### config.mk
export PLATFORM = sky130hd
export DESIGN_NAME = gfx_bus_master
export DESIGN_NICKNAME = d
export VERILOG_FILES = /design/src/rtl/gfx_bus_pkg.sv /design/src/rtl/gfx_bus_req_fifo.sv /design/src/rtl/gfx_bus_master.sv
export SDC_FILE = /design/constraint.sdc
export NUM_CORES = 1
export LEC_CHECK = 0
export CORE_ASPECT_RATIO = 0.6
export CORE_MARGIN = 5
export CORE_UTILIZATION = 49
export DETAILED_ROUTE_END_ITERATION = 8
export PLACE_DENSITY = 0.75
export SYNTH_ARGS = -nofsm -noshare
export SYNTH_HDL_FRONTEND = slang
export SYNTH_SLANG_ARGS = --single-unit
### constraint.sdc
create_clock -name clk -period 2.6 [get_ports clk]
set_input_delay 0.39 -clock clk [delete_from_list [all_inputs] [get_ports clk]]
set_output_delay 0.39 -clock clk [all_outputs]
set_load 0.02 [all_outputs]
### src/rtl/gfx_bus_pkg.sv
// gfx_bus_pkg: shared types and register indices for the graphics register bus master
package gfx_bus_pkg;
  typedef enum logic [1:0] {IDLE, SETUP, STROBE, HOLD} state_t;
  typedef struct packed {
    logic       write;
    logic [3:0] addr;
    logic [7:0] wdata;
  } req_t;
  localparam logic [3:0] REG_MODE     = 4'd0;
  localparam logic [3:0] REG_DATA     = 4'd1;
  localparam logic [3:0] REG_WADDR_LO = 4'd3;
  localparam logic [3:0] REG_WADDR_HI = 4'd4;
endpackage

### src/rtl/gfx_bus_req_fifo.sv
// gfx_bus_req_fifo: show-ahead request FIFO, flushed by reset
module gfx_bus_req_fifo import gfx_bus_pkg::*; #(
  parameter int DEPTH = 4
) (
  input  logic clk,
  input  logic rst,
  input  logic push,
  input  logic pop,
  input  req_t din,
  output req_t dout,
  output logic full,
  output logic empty
);
  localparam int AW = $clog2(DEPTH);
  req_t mem_q [DEPTH];
  logic [AW:0] wr_q, wr_d, rd_q, rd_d;
  assign full  = (wr_q[AW] != rd_q[AW]) && (wr_q[AW-1:0] == rd_q[AW-1:0]);
  assign empty = wr_q == rd_q;
  assign dout  = mem_q[rd_q[AW-1:0]];
  // advance pointers on accepted push/pop
  always_comb begin
    wr_d = wr_q + (AW+1)'(push && !full);
    rd_d = rd_q + (AW+1)'(pop && !empty);
  end
  // pointer registers, cleared (flushed) by reset
  always_ff @(posedge clk or posedge rst)
    if (rst) begin
      wr_q <= '0;
      rd_q <= '0;
    end else begin
      wr_q <= wr_d;
      rd_q <= rd_d;
    end
  // storage needs no reset; pointers define validity
  always_ff @(posedge clk)
    if (push && !full) mem_q[wr_q[AW-1:0]] <= din;
endmodule

### src/rtl/gfx_bus_master.sv
// gfx_bus_master: replays queued register requests as cs/rs/wren bus cycles
module gfx_bus_master import gfx_bus_pkg::*; #(
  parameter int SETUP_CYC  = 1,
  parameter int STROBE_CYC = 4,
  parameter int HOLD_CYC   = 1,
  parameter int FIFO_DEPTH = 4
) (
  input  logic       clk,
  input  logic       rst,
  input  logic       req_valid,
  output logic       req_ready,
  input  logic       req_write,
  input  logic [3:0] req_reg,
  input  logic [7:0] req_wdata,
  output logic       rsp_valid,
  output logic [7:0] rsp_rdata,
  output logic       busy,
  output logic       bus_cs_n,
  output logic [3:0] bus_rs,
  output logic       bus_wren_n,
  output logic [7:0] bus_data_o,
  output logic       bus_data_oe,
  input  logic [7:0] bus_data_i
);
  localparam int CW = 8;
  req_t head, req_in;
  logic full, empty, pop;
  state_t state_q, state_d;
  logic [CW-1:0] cnt_q, cnt_d;
  logic avail_q, avail_d, wr_q, wr_d;
  logic cs_n_q, cs_n_d, wren_n_q, wren_n_d, oe_q, oe_d, rsp_valid_q, rsp_valid_d;
  logic [3:0] rs_q, rs_d;
  logic [7:0] data_o_q, data_o_d, rdata_q, rdata_d;
  assign req_in      = {req_write, req_reg, req_wdata};
  assign req_ready   = !full;
  assign busy        = !empty || state_q != IDLE;
  assign bus_cs_n    = cs_n_q;
  assign bus_wren_n  = wren_n_q;
  assign bus_rs      = rs_q;
  assign bus_data_o  = data_o_q;
  assign bus_data_oe = oe_q;
  assign rsp_valid   = rsp_valid_q;
  assign rsp_rdata   = rdata_q;
  gfx_bus_req_fifo #(.DEPTH(FIFO_DEPTH)) u_fifo (
    .clk(clk), .rst(rst), .push(req_valid && req_ready), .pop(pop),
    .din(req_in), .dout(head), .full(full), .empty(empty)
  );
  // phase sequencing; a fresh entry is issued one cycle after it becomes visible (avail_q)
  always_comb begin
    state_d     = state_q;
    cnt_d       = cnt_q - CW'(1);
    avail_d     = !empty;
    wr_d        = wr_q;
    cs_n_d      = cs_n_q;
    wren_n_d    = wren_n_q;
    oe_d        = oe_q;
    rs_d        = rs_q;
    data_o_d    = data_o_q;
    rdata_d     = rdata_q;
    rsp_valid_d = 1'b0;
    pop         = 1'b0;
    case (state_q)
      IDLE: if (avail_q && !empty) begin
        pop      = 1'b1;
        state_d  = SETUP;
        cnt_d    = CW'(SETUP_CYC - 1);
        wr_d     = head.write;
        rs_d     = head.addr;
        oe_d     = head.write;
        data_o_d = head.wdata;
      end
      SETUP: if (cnt_q == '0) begin
        state_d  = STROBE;
        cnt_d    = CW'(STROBE_CYC - 1);
        cs_n_d   = 1'b0;
        wren_n_d = !wr_q;
      end
      STROBE: if (cnt_q == '0) begin
        state_d     = HOLD;
        cnt_d       = CW'(HOLD_CYC - 1);
        cs_n_d      = 1'b1;
        wren_n_d    = 1'b1;
        rsp_valid_d = !wr_q;
        rdata_d     = wr_q ? rdata_q : bus_data_i;
      end
      HOLD: if (cnt_q == '0) begin
        state_d = IDLE;
        oe_d    = 1'b0;
      end
      default: state_d = IDLE;
    endcase
  end
  // FSM state and registered bus outputs; reset releases the bus at once
  always_ff @(posedge clk or posedge rst)
    if (rst) begin
      state_q     <= IDLE;
      cnt_q       <= '0;
      avail_q     <= 1'b0;
      wr_q        <= 1'b0;
      cs_n_q      <= 1'b1;
      wren_n_q    <= 1'b1;
      oe_q        <= 1'b0;
      rs_q        <= '0;
      data_o_q    <= '0;
      rdata_q     <= '0;
      rsp_valid_q <= 1'b0;
    end else begin
      state_q     <= state_d;
      cnt_q       <= cnt_d;
      avail_q     <= avail_d;
      wr_q        <= wr_d;
      cs_n_q      <= cs_n_d;
      wren_n_q    <= wren_n_d;
      oe_q        <= oe_d;
      rs_q        <= rs_d;
      data_o_q    <= data_o_d;
      rdata_q     <= rdata_d;
      rsp_valid_q <= rsp_valid_d;
    end
endmodule

==> impl_results.html <==
<table>
<tr><th>Metric</th><th>Value</th></tr>
<tr><th colspan="2">Global routing</th></tr>
<tr><td>Wire length of the first global-routing pass</td><td>11.3 mm</td></tr>
<tr><td>Total Routing Usage GR</td><td>15.8%</td></tr>
<tr><td>Largest net degree at the start of global routing</td><td>25</td></tr>
<tr><td>Initial antenna violation count</td><td>0</td></tr>
<tr><td>Vias in the first global route</td><td>2,154</td></tr>
<tr><td>GRT Residual Overflow</td><td>0</td></tr>
<tr><th colspan="2">Layout</th></tr>
<tr><td>Summed area of non-filler cells in the final layout</td><td>4790 um^2</td></tr>
<tr><td>Synth-to-layout area growth</td><td>25.2%</td></tr>
<tr><td>Finished Layout Cells</td><td>391</td></tr>
<tr><td>Combined area of the multi-input logic cells</td><td>1150 um^2</td></tr>
<tr><td>Register area</td><td>2620 um^2</td></tr>
<tr><td>Filler cell count in the final layout</td><td>590</td></tr>
<tr><td>Diode count</td><td>0</td></tr>
<tr><td>Total Nets Final</td><td>312</td></tr>
<tr><td>Share of final-layout standard cells stronger than drive strength 1</td><td>24.0%</td></tr>
<tr><th colspan="2">Critical path</th></tr>
<tr><td>Reg-to-reg setup timing slack</td><td>220 ps</td></tr>
<tr><td>Crit-path max cell delay</td><td>430 ps</td></tr>
<tr><td>Endpoint of the worst-slack reg-to-reg timing path</td><td>u_fifo.mem_q[1][10]</td></tr>
<tr><td>Crit path buffers/inverters</td><td>1</td></tr>
<tr><td>CP max FO</td><td>3</td></tr>
<tr><td>Slowest cell on crit path</td><td>dfrtp_1</td></tr>
<tr><td>Kind of cell with the highest combined delay on the critical path</td><td>simple AND/OR/NAND/NOR gates</td></tr>
<tr><td>Setup Crit Path Kind</td><td>flip-flop to output port</td></tr>
<tr><td>Beginning of the worst register-to-register path</td><td>u_fifo.wr_q[1]</td></tr>
<tr><td>Critical-path cell list</td><td>xor2_1 &gt; or3_1 &gt; or2_2 &gt; dlygate4sd2_1</td></tr>
<tr><td>Launching element type of the critical path</td><td>flip-flop</td></tr>
<tr><td>Arrival time of the worst setup path</td><td>2020 ps</td></tr>
<tr><td>Sort of element at the end of the critical path</td><td>output port</td></tr>
<tr><td>Required arrival time at the worst endpoint</td><td>2210 ps</td></tr>
<tr><td>Number of cells traversed by the worst register-to-register path</td><td>4</td></tr>
<tr><th colspan="2">Floorplanning</th></tr>
<tr><td>DIE HEIGHT</td><td>78.5 um</td></tr>
<tr><td>Die width</td><td>124 um</td></tr>
<tr><td>I/O Pins</td><td>50</td></tr>
<tr><td>Area of the die</td><td>9740 um^2</td></tr>
<tr><td>Cell Rows</td><td>25</td></tr>
<tr><td>Area of the placeable core</td><td>7730 um^2</td></tr>
<tr><td>Effective utilization at floorplan</td><td>49.6%</td></tr>
<tr><th colspan="2">Drt</th></tr>
<tr><td>Total via count after detailed routing</td><td>2,018</td></tr>
<tr><td>Antenna-violating nets left</td><td>0</td></tr>
<tr><td>Number of remaining DRC errors</td><td>0</td></tr>
<tr><td>Iteration count of the initial detailed-routing pass</td><td>4</td></tr>
<tr><td>Count of routing violations after the opening detailed-route iteration</td><td>107</td></tr>
<tr><td>Vias per inst</td><td>5.16</td></tr>
<tr><td>Average wire per cell in the routed design</td><td>17.2 um</td></tr>
<tr><td>Final WL</td><td>6.71 mm</td></tr>
<tr><th colspan="2">Synth</th></tr>
<tr><td>Flop and latch count out of synthesis</td><td>94</td></tr>
<tr><td>Number of distinct standard cells referenced by the synthesized netlist</td><td>43</td></tr>
<tr><td>Number of nets produced by synthesis</td><td>251</td></tr>
<tr><td>Number of warning messages in the yosys log</td><td>0</td></tr>
<tr><td>Cells taking the most area after synthesis</td><td>edfxtp_1 41%, dfrtp_1 26%, mux4_2 7.6%</td></tr>
<tr><td>Share of the synthesized area in the top cell type</td><td>40.8%</td></tr>
<tr><td>Post-Synthesis Cell Area</td><td>3830 um^2</td></tr>
<tr><td>Primary FF master, synth</td><td>edfxtp_1</td></tr>
<tr><td>Synth Area per Inst</td><td>17.6 um^2</td></tr>
<tr><td>Cells after synthesis</td><td>217</td></tr>
<tr><td>Cell accounting for the most synthesized area</td><td>edfxtp_1</td></tr>
<tr><td>Async S/R FF share, synth</td><td>44.7%</td></tr>
<tr><td>Number of enable flip-flop cells after synthesis</td><td>52</td></tr>
<tr><td>Sequential cell area fraction in the yosys report</td><td>68.3%</td></tr>
<tr><th colspan="2">Placement</th></tr>
<tr><td>Post-place instance area</td><td>4500 um^2</td></tr>
<tr><td>Port bufs</td><td>49</td></tr>
<tr><td>Worst slack at placement</td><td>191 ps</td></tr>
<tr><td>Detail Placement HPWL</td><td>4.64 mm</td></tr>
<tr><td>Final GP Congestion</td><td>0.803</td></tr>
<tr><td>Placed cell count</td><td>375</td></tr>
<tr><th colspan="2">Outcome</th></tr>
<tr><td>Run status</td><td>completed</td></tr>
<tr><th colspan="2">Timing</th></tr>
<tr><td>Clock Skew</td><td>5.33 ps</td></tr>
<tr><td>Total of endpoints with negative setup slack in the final report</td><td>0</td></tr>
<tr><td>Fin crit period</td><td>2410 ps</td></tr>
<tr><td>Highest achievable clock rate</td><td>414 MHz</td></tr>
<tr><td>Max transition margin</td><td>28.9%</td></tr>
<tr><td>Post-layout worst setup margin</td><td>187 ps</td></tr>
<tr><td>Worst slew pin tran</td><td>1060 ps</td></tr>
<tr><td>Setup tns final</td><td>0 ps</td></tr>
<tr><td>Final clock period utilization by the worst path</td><td>92.8%</td></tr>
<tr><td>Number of slew-limit violations in the final report</td><td>0</td></tr>
<tr><td>RSZ-0062 raised after global routing</td><td>no</td></tr>
<tr><td>Hold slack final</td><td>400 ps</td></tr>
<tr><td>Count of final hold-check violations</td><td>0</td></tr>
<tr><th colspan="2">Power</th></tr>
<tr><td>Power per unit of standard cell area</td><td>1300 nW/um^2</td></tr>
<tr><td>Standby leakage power</td><td>1.87 nW</td></tr>
<tr><td>Maximum ir drop on the vdd rail</td><td>0.000636 V</td></tr>
<tr><th colspan="2">CTS</th></tr>
<tr><td>Clock sinks</td><td>94</td></tr>
<tr><td>Htree depth</td><td>3</td></tr>
<tr><td>Max Root-Sink Buffers</td><td>2</td></tr>
<tr><td>Clock insertion delay at the later pin of the skew report</td><td>330 ps</td></tr>
<tr><td>Number of buffers created by CTS</td><td>9</td></tr>
<tr><td>Post-CTS Setup Inserts</td><td>0</td></tr>
<tr><td>Clock Root Buffer</td><td>clkbuf_16</td></tr>
<tr><td>Clock tree from TritonCTS</td><td>yes</td></tr>
<tr><td>Worst-path clk slew</td><td>60 ps</td></tr>
<tr><td>Count of hold buffers inserted by post-cts repair</td><td>0</td></tr>
<tr><th colspan="2">Run</th></tr>
<tr><td>Max_cap viols</td><td>0</td></tr>
<tr><th colspan="2">Worst hold path</th></tr>
<tr><td>Type of the most critical hold path</td><td>input pin to async pin</td></tr>
</table>
worst register-to-register path, stage by stage, from the launching register on:
cell and delay, ps:
dfrtp_1 480, xor2_2 280, or3_1 190, nand2_1 160
nor3b_2 890
layout by cell type, fill, tap and decap left out, types with 2 or more instances in the layout:
master,instances
mux2_4,8
xnor2_1,3
ha_1,10
clkbuf_16,9
nor2_1,9
buf_4,6
o21ai_0,3
edfxtp_1,52
o2bb2ai_1,2
xor2_1,8
dfrtp_1,40
mux2_2,12
or2_2,2
mux4_2,13
clkinv_2,3
clkdlybuf4s50_1,48
or3_1,3
nor3_1,2
clkinv_1,2
nand2_1,5
a21oi_1,2
inv_1,11
dfstp_2,2
worst max path at each step:
stage,start,end,slack [ps],cells past startpoint
CTS,u_fifo.rd_q[2],busy,160,4
finish,u_fifo.rd_q[2],busy,190,4
global route,u_fifo.wr_q[1],u_fifo.mem_q[1][6],10,4
global placement,u_fifo.wr_q[1],u_fifo.mem_q[2][3],270,4
floorplan,u_fifo.rd_q[0],u_fifo.mem_q[2][0],280,5
detailed placement,u_fifo.wr_q[1],u_fifo.mem_q[2][3],190,4
synth_stat cells, types with 2 or more instances:
cell	count
mux2_4	8
mux2_2	12
mux4_2	13
o21ai_0	3
dfstp_2	2
dfrtp_1	40
a21oi_1	2
nor3_1	3
nand2_1	5
buf_4	2
xor2_1	8
or3_1	3
nor2_1	9
edfxtp_1	52
nor3b_1	2
or2_2	2
xnor2_1	3
ha_1	10
clkbuf_1	2
inv_1	12
o2bb2ai_1	2
metrics by stage:
step | total power, mW | utilization, %
final | 6.25 | 62.0
after global routing | 6.66 | 62.0
after floorplan | 4.12 | -
after detailed placement | 5.01 | 58.2
after global placement | 4.94 | 58.2
after CTS | 6.32 | 62.0
cells by family (layout without fill, tap and decap cells):
kind of cell,Yosys count,after routing,synth area share [%]
buffers and inverters,18,84,2.19
flip-flops,94,94,68.3
multiplexers,34,34,14.6
adder cells (fa/ha/maj),10,10,3.27
AO/OA/AOI/OAI,18,18,4.21
XOR/XNOR,12,12,2.94
AND/OR/NAND/NOR,31,31,4.51
layer usage:
layer / global-route usage [%] / part of all wire [%] / vias to the layer above
li1: - / - / 935
met1: 22.4 / 48 / 1036
met2: 22.7 / 46 / 45
met3: 6.55 / 5.5 / 2
met4: 4.26 / 0.28 / 0
met5: 0 / 0 / -
where the power goes:
part	internal (mW)	leakage (nW)	switching [mW]
Sequential	2.12	0.978	0.278
Clock	0.762	0.147	0.507
Combinational	1.29	0.741	1.30
Total	4.17	1.87	2.08
flip-flops by register name, summed over array words and instances (netlist names):
register,count
u_fifo.rd_q,3
bus_data_o,8
cnt_q,8
wr_q,1
rsp_valid,1
avail_q,1
state_q,2
rsp_rdata,8
bus_rs,4
u_fifo.wr_q,3
bus_cs_n,1
u_fifo.mem_q,52
bus_data_oe,1
bus_wren_n,1
layout make-up:
type,count,share of cell area (%)
clock buffer,11,5.06
tap,108,2.82
clock inverter,5,1.02
sequential,94,54.6
timing repair buffer,56,11.6
multi-input combinational,105,24.0
inverter,12,0.940
what timing repair did:
action                     4_1_cts  5_1_grt
gates resized for setup          1        1
setup endpoints to repair        1       11
pin swaps                        0        0
(Power assumes the default switching activity.)
==> edit 1, RTL diff (same settings) <==
Take the reset off `rs_q` and load it in a clocked block of its own.
--- a/src/rtl/gfx_bus_master.sv
+++ b/src/rtl/gfx_bus_master.sv
@@ -100,7 +100,6 @@
       cs_n_q      <= 1'b1;
       wren_n_q    <= 1'b1;
       oe_q        <= 1'b0;
-      rs_q        <= '0;
       data_o_q    <= '0;
       rdata_q     <= '0;
       rsp_valid_q <= 1'b0;
@@ -112,10 +111,13 @@
       cs_n_q      <= cs_n_d;
       wren_n_q    <= wren_n_d;
       oe_q        <= oe_d;
-      rs_q        <= rs_d;
       data_o_q    <= data_o_d;
       rdata_q     <= rdata_d;
       rsp_valid_q <= rsp_valid_d;
     end
+
+  always_ff @(posedge clk) begin
+    rs_q <= rs_d;
+  end
 endmodule
 
Behaviour: differs if rst is asserted again (counterexample within 4 cycles, from zero or initial values and one cycle with rst high); with rst held inactive, the same outputs for 10 cycles.
==> edit 1 against the unedited design <==
Total power down 0.39%. Clock power up 10%. Core utilization up 2.2 points. Final area down 0.97%. Via count down 1.8%. Critical path depth unchanged. Sequential cell count unchanged. Worst setup slack better by 0.10 ns. Fmax up 4.3%. Wire length down 0.18%. Cell count down 2.6%. Synthesized area down 1.6%.
==> edit 1: results (changes against the unedited design) <==
Run status
  • Status: complete, no violations

Routing
  • Routed vias: 1,982 (-1.8%)
  • Total wire length: 6.70 mm (-0.18%)
  • Post-DR vias/cell: 5.20 (+0.79%)
  • Drt first-iter violations: 77 (-28%)

Placed design
  • Placed cell count: 365 (-2.7%)
  • DP Area: 4420 µm² (-1.7%)
  • HPWL after DPL: 4.56 mm (-1.7%)

Logic synthesis
  • Average size of a mapped cell: 17.9 µm² (+1.2%)
  • Syn_nets: 245 (-2.4%)
  • Seq/Total Area, Yosys: 69.9% (+1.6 points)
  • Post-synth EDFFs: 56 (+7.7%)
  • Top cells by count, synth: 56 x edfxtp_1, 36 x dfrtp_1, 13 x mux4_2
  • Top post-synthesis cells by area: edfxtp_1 45%, dfrtp_1 24%, mux4_2 7.8%, ha_1 3.3%, mux2_4 3.2%

Setup path
  • Slowest-stage cell, CP: clkdlybuf4s50_1
  • R2R cell count: 6 (+2)
  • Worst r2r src: cnt_q[0]
  • Top delay family on crit path: buffers and inverters
  • Max FO, Critical Path: 8 (+5)
  • Reg2reg end: rsp_rdata[4]
  • R2R setup slack: 0.37 ns (+0.15 ns)

Power and ir drop
  • Cell leakage power: 1.83 nW (-2.0%)
  • Peak VDD IR: 0.512 mV (-19%)
  • Pwr dens: 1310 nW/µm² (+0.58%)
  • Sw Ratio: 32.2% (-1.1 points)
  • Internal: 4.22 mW (+1.3%)
  • Sequential share of power: 38.8% (+0.5 points)
  • Comb pwr: 2.42 mW (-7%)

Global routing
  • Largest net degree at the start of global routing: 39 (+56%)
  • First-pass GRT wire length: 11.2 mm (-1.3%)
  • Total GRT Usage: 15.7% (-0.10 points)

Finish
  • Layout cell share with drive strength beyond 1: 22.7% (-1.3 points)
  • Filler Cell Count: 538 (-8.8%)

STA
  • Fin crit share: 89.0% (-3.8 points)
  • Worst-Margin Slew: 0.667 ns (-0.395 ns)
  • Clock skew: 0.00451 ns (-0.000815 ns)
edit 1: kinds of logic (layout without fill, tap and decap cells):
family | count (synthesis) | count (layout) | synth area share (%)
AND/OR/NAND/NOR | 36 | 36 | 5.58
AO/OA/AOI/OAI | 14 | 14 | 2.92
flip-flops | 94 | 94 | 69.9
XOR/XNOR | 11 | 11 | 2.56
multiplexers | 31 | 31 | 13.9
buffers and inverters | 15 | 81 | 1.79
adder cells (fa/ha/maj) | 10 | 10 | 3.32
edit 1: per-layer routing:
layer  GRT usage [%]  share of wire [%]  vias up
met5               0                  0        -
met4            6.96                2.0        0
met3            5.67                4.0       11
met2            22.5                 46       37
met1            21.7                 48     1007
li1                -                  -      927
edit 1: worst max path at each step:
| stage | to | slack, ns | depth (start not counted) | start |
|---|---|---|---|---|
| floorplan | u_fifo.mem_q[2][0] | 0.08 | 5 | u_fifo.rd_q[0] |
| global placement | rsp_rdata[3] | 0.46 | 6 | cnt_q[0] |
| detailed placement | rsp_rdata[4] | 0.40 | 6 | cnt_q[0] |
| CTS | busy | 0.25 | 4 | state_q[1] |
| global route | busy | 0.15 | 4 | state_q[1] |
| finish | busy | 0.29 | 4 | state_q[0] |
edit 1: per-stage QoR:
step	hold WS (ns)	worst slack (ns)
6_report	0.483	0.287
5_1_grt	0.510	0.151
4_1_cts	0.490	0.251
3_5_place_dp	0.478	0.396
3_3_place_gp	0.475	0.465
2_1_floorplan	0.444	0.0829
edit 1: final cells by class:
type / count / area share (%)
Clock buffer: 12 / 5.40
Clock inverter: 4 / 1.48
Inverter: 10 / 0.791
Multi-Input combinational cell: 102 / 22.8
Sequential cell: 94 / 55.5
Tap cell: 104 / 2.74
Timing Repair Buffer: 55 / 11.3
==> edit 2, RTL diff (same settings) <==
Made on the original files. `CW`: 8 -> 7.
--- a/src/rtl/gfx_bus_master.sv
+++ b/src/rtl/gfx_bus_master.sv
@@ -22,7 +22,7 @@
   output logic       bus_data_oe,
   input  logic [7:0] bus_data_i
 );
-  localparam int CW = 8;
+  localparam int CW = 7;
   req_t head, req_in;
   logic full, empty, pop;
   state_t state_q, state_d;
Function: no difference found for any inputs over 10 cycles, from zero or initial values and one cycle with rst high; that may be too few to reach the edited logic, so the function may still have changed.
==> edit 2 against the unedited design <==
Synthesized cell count fell by 1.4%. First-iteration DRC count is 2.8% lower. Worst setup slack got worse by 0.051 ns. Count of clock-buffer cells in the layout is 1 higher. Synthesized area shrank 3.1%. Total power is 3.6% lower. Wire length shrank 2.4%. Sequential cell count decreased by 1. Register-to-register slack lost 0.08 ns. Final area fell by 1.6%. Worst hold slack improved by 0.089 ns.
==> edit 2: results (changes against the unedited design) <==
Placed design
  • Pre-CTS setup slack: 0.131 ns (-0.0601 ns)
  • GPL Wtd Cong: 0.821 (+2.3%)
  • Placed cell count: 374 (-0.27%)

Routing
  • Total wire length: 6.55 mm (-2.4%)
  • Metal2 WL: 2.91 mm (-5.9%)

Finish
  • Layout Cells excl Fill: 390 (-0.26%)
  • Layout cell share with drive strength beyond 1: 25.2% (+1.1 points)
  • Signal inverters: 10 (-2)
  • Nets: 316 (+1.3%)
  • Sequential cell area: 2590 µm² (-0.96%)
  • Filler Cell Count: 548 (-7.1%)
  • Proportion of final cell area spent on non-clock buffers: 12.5% (+0.91 points)
  • ClkCell Share: 6.26% (+0.18 points)
  • Nonclk buf count: 62 (+11%)
  • CLK BUF: 12 (+1)

Setup path
  • Crit path capture: rsp_rdata[6]
  • R2R setup slack: 0.14 ns (-0.08 ns)
  • R2R cell count: 6 (+2)
  • Crit path arrival time: 2.68 ns (+0.66 ns)
  • Slowest-stage cell, CP: or4b_4
  • Slowest cell delay on critical path: 0.50 ns (+0.07 ns)

Power and ir drop
  • Pwr dens: 1280 nW/µm² (-2.0%)

Die
  • TAP cells: 104 (-3.7%)

Global routing
  • First-pass GRT wire length: 10.9 mm (-3.8%)
  • Vias in the first global route: 2,090 (-3.0%)
  • Total GRT Usage: 15.4% (-0.42 points)

Logic synthesis
  • Post-synthesis register bit count: 93 (-1.1%)
  • Top post-synthesis cells by area: edfxtp_1 42%, dfrtp_1 26%, mux4_2 7.3%, mux2_2 6.7%, ha_1 3.7%
  • Seq/Total Area, Yosys: 69.8% (+1.5 points)
  • Yosys cell types: 36 (-16%)
  • Syn_nets: 249 (-0.80%)
  • Async SR Flop Fraction: 44.1% (-0.59 points)

Clock tree
  • CTS resizes: 0 (-1)

Run status
  • Status: complete, no violations

STA
  • Normalized max-slew margin: 55.1% (+26 points)
  • Clock skew: 0.00311 ns (-0.00222 ns)
==> edit 2: worst min-delay path by stage <==
stage	endpoint	slack, ns	depth (start not counted)
final	bus_data_oe	0.49	1
after global placement	bus_data_oe	0.47	1
after CTS	bus_data_oe	0.49	1
after floorplan	cnt_q[0]	0.46	1
after global routing	bus_data_oe	0.52	1
after detailed placement	bus_data_oe	0.48	1
==> edit 2: power by group <==
part / switching (mW) / leakage [nW] / internal (mW)
clock: 0.514 / 0.145 / 0.734
sequential: 0.257 / 0.972 / 2.09
combinational: 1.21 / 0.714 / 1.22
total: 1.98 / 1.83 / 4.04
==> edit 2: kinds of logic (layout without fill, tap and decap cells) <==
kind of cell,count (synthesis),after routing,share of synthesized area (%)
flops,93,93,69.8
mux,37,37,14.8
simple gates,28,28,4.28
compound gates,21,21,3.91
buf+inv,16,88,1.69
fa+ha+maj,11,11,3.71
xor+xnor,8,8,1.89
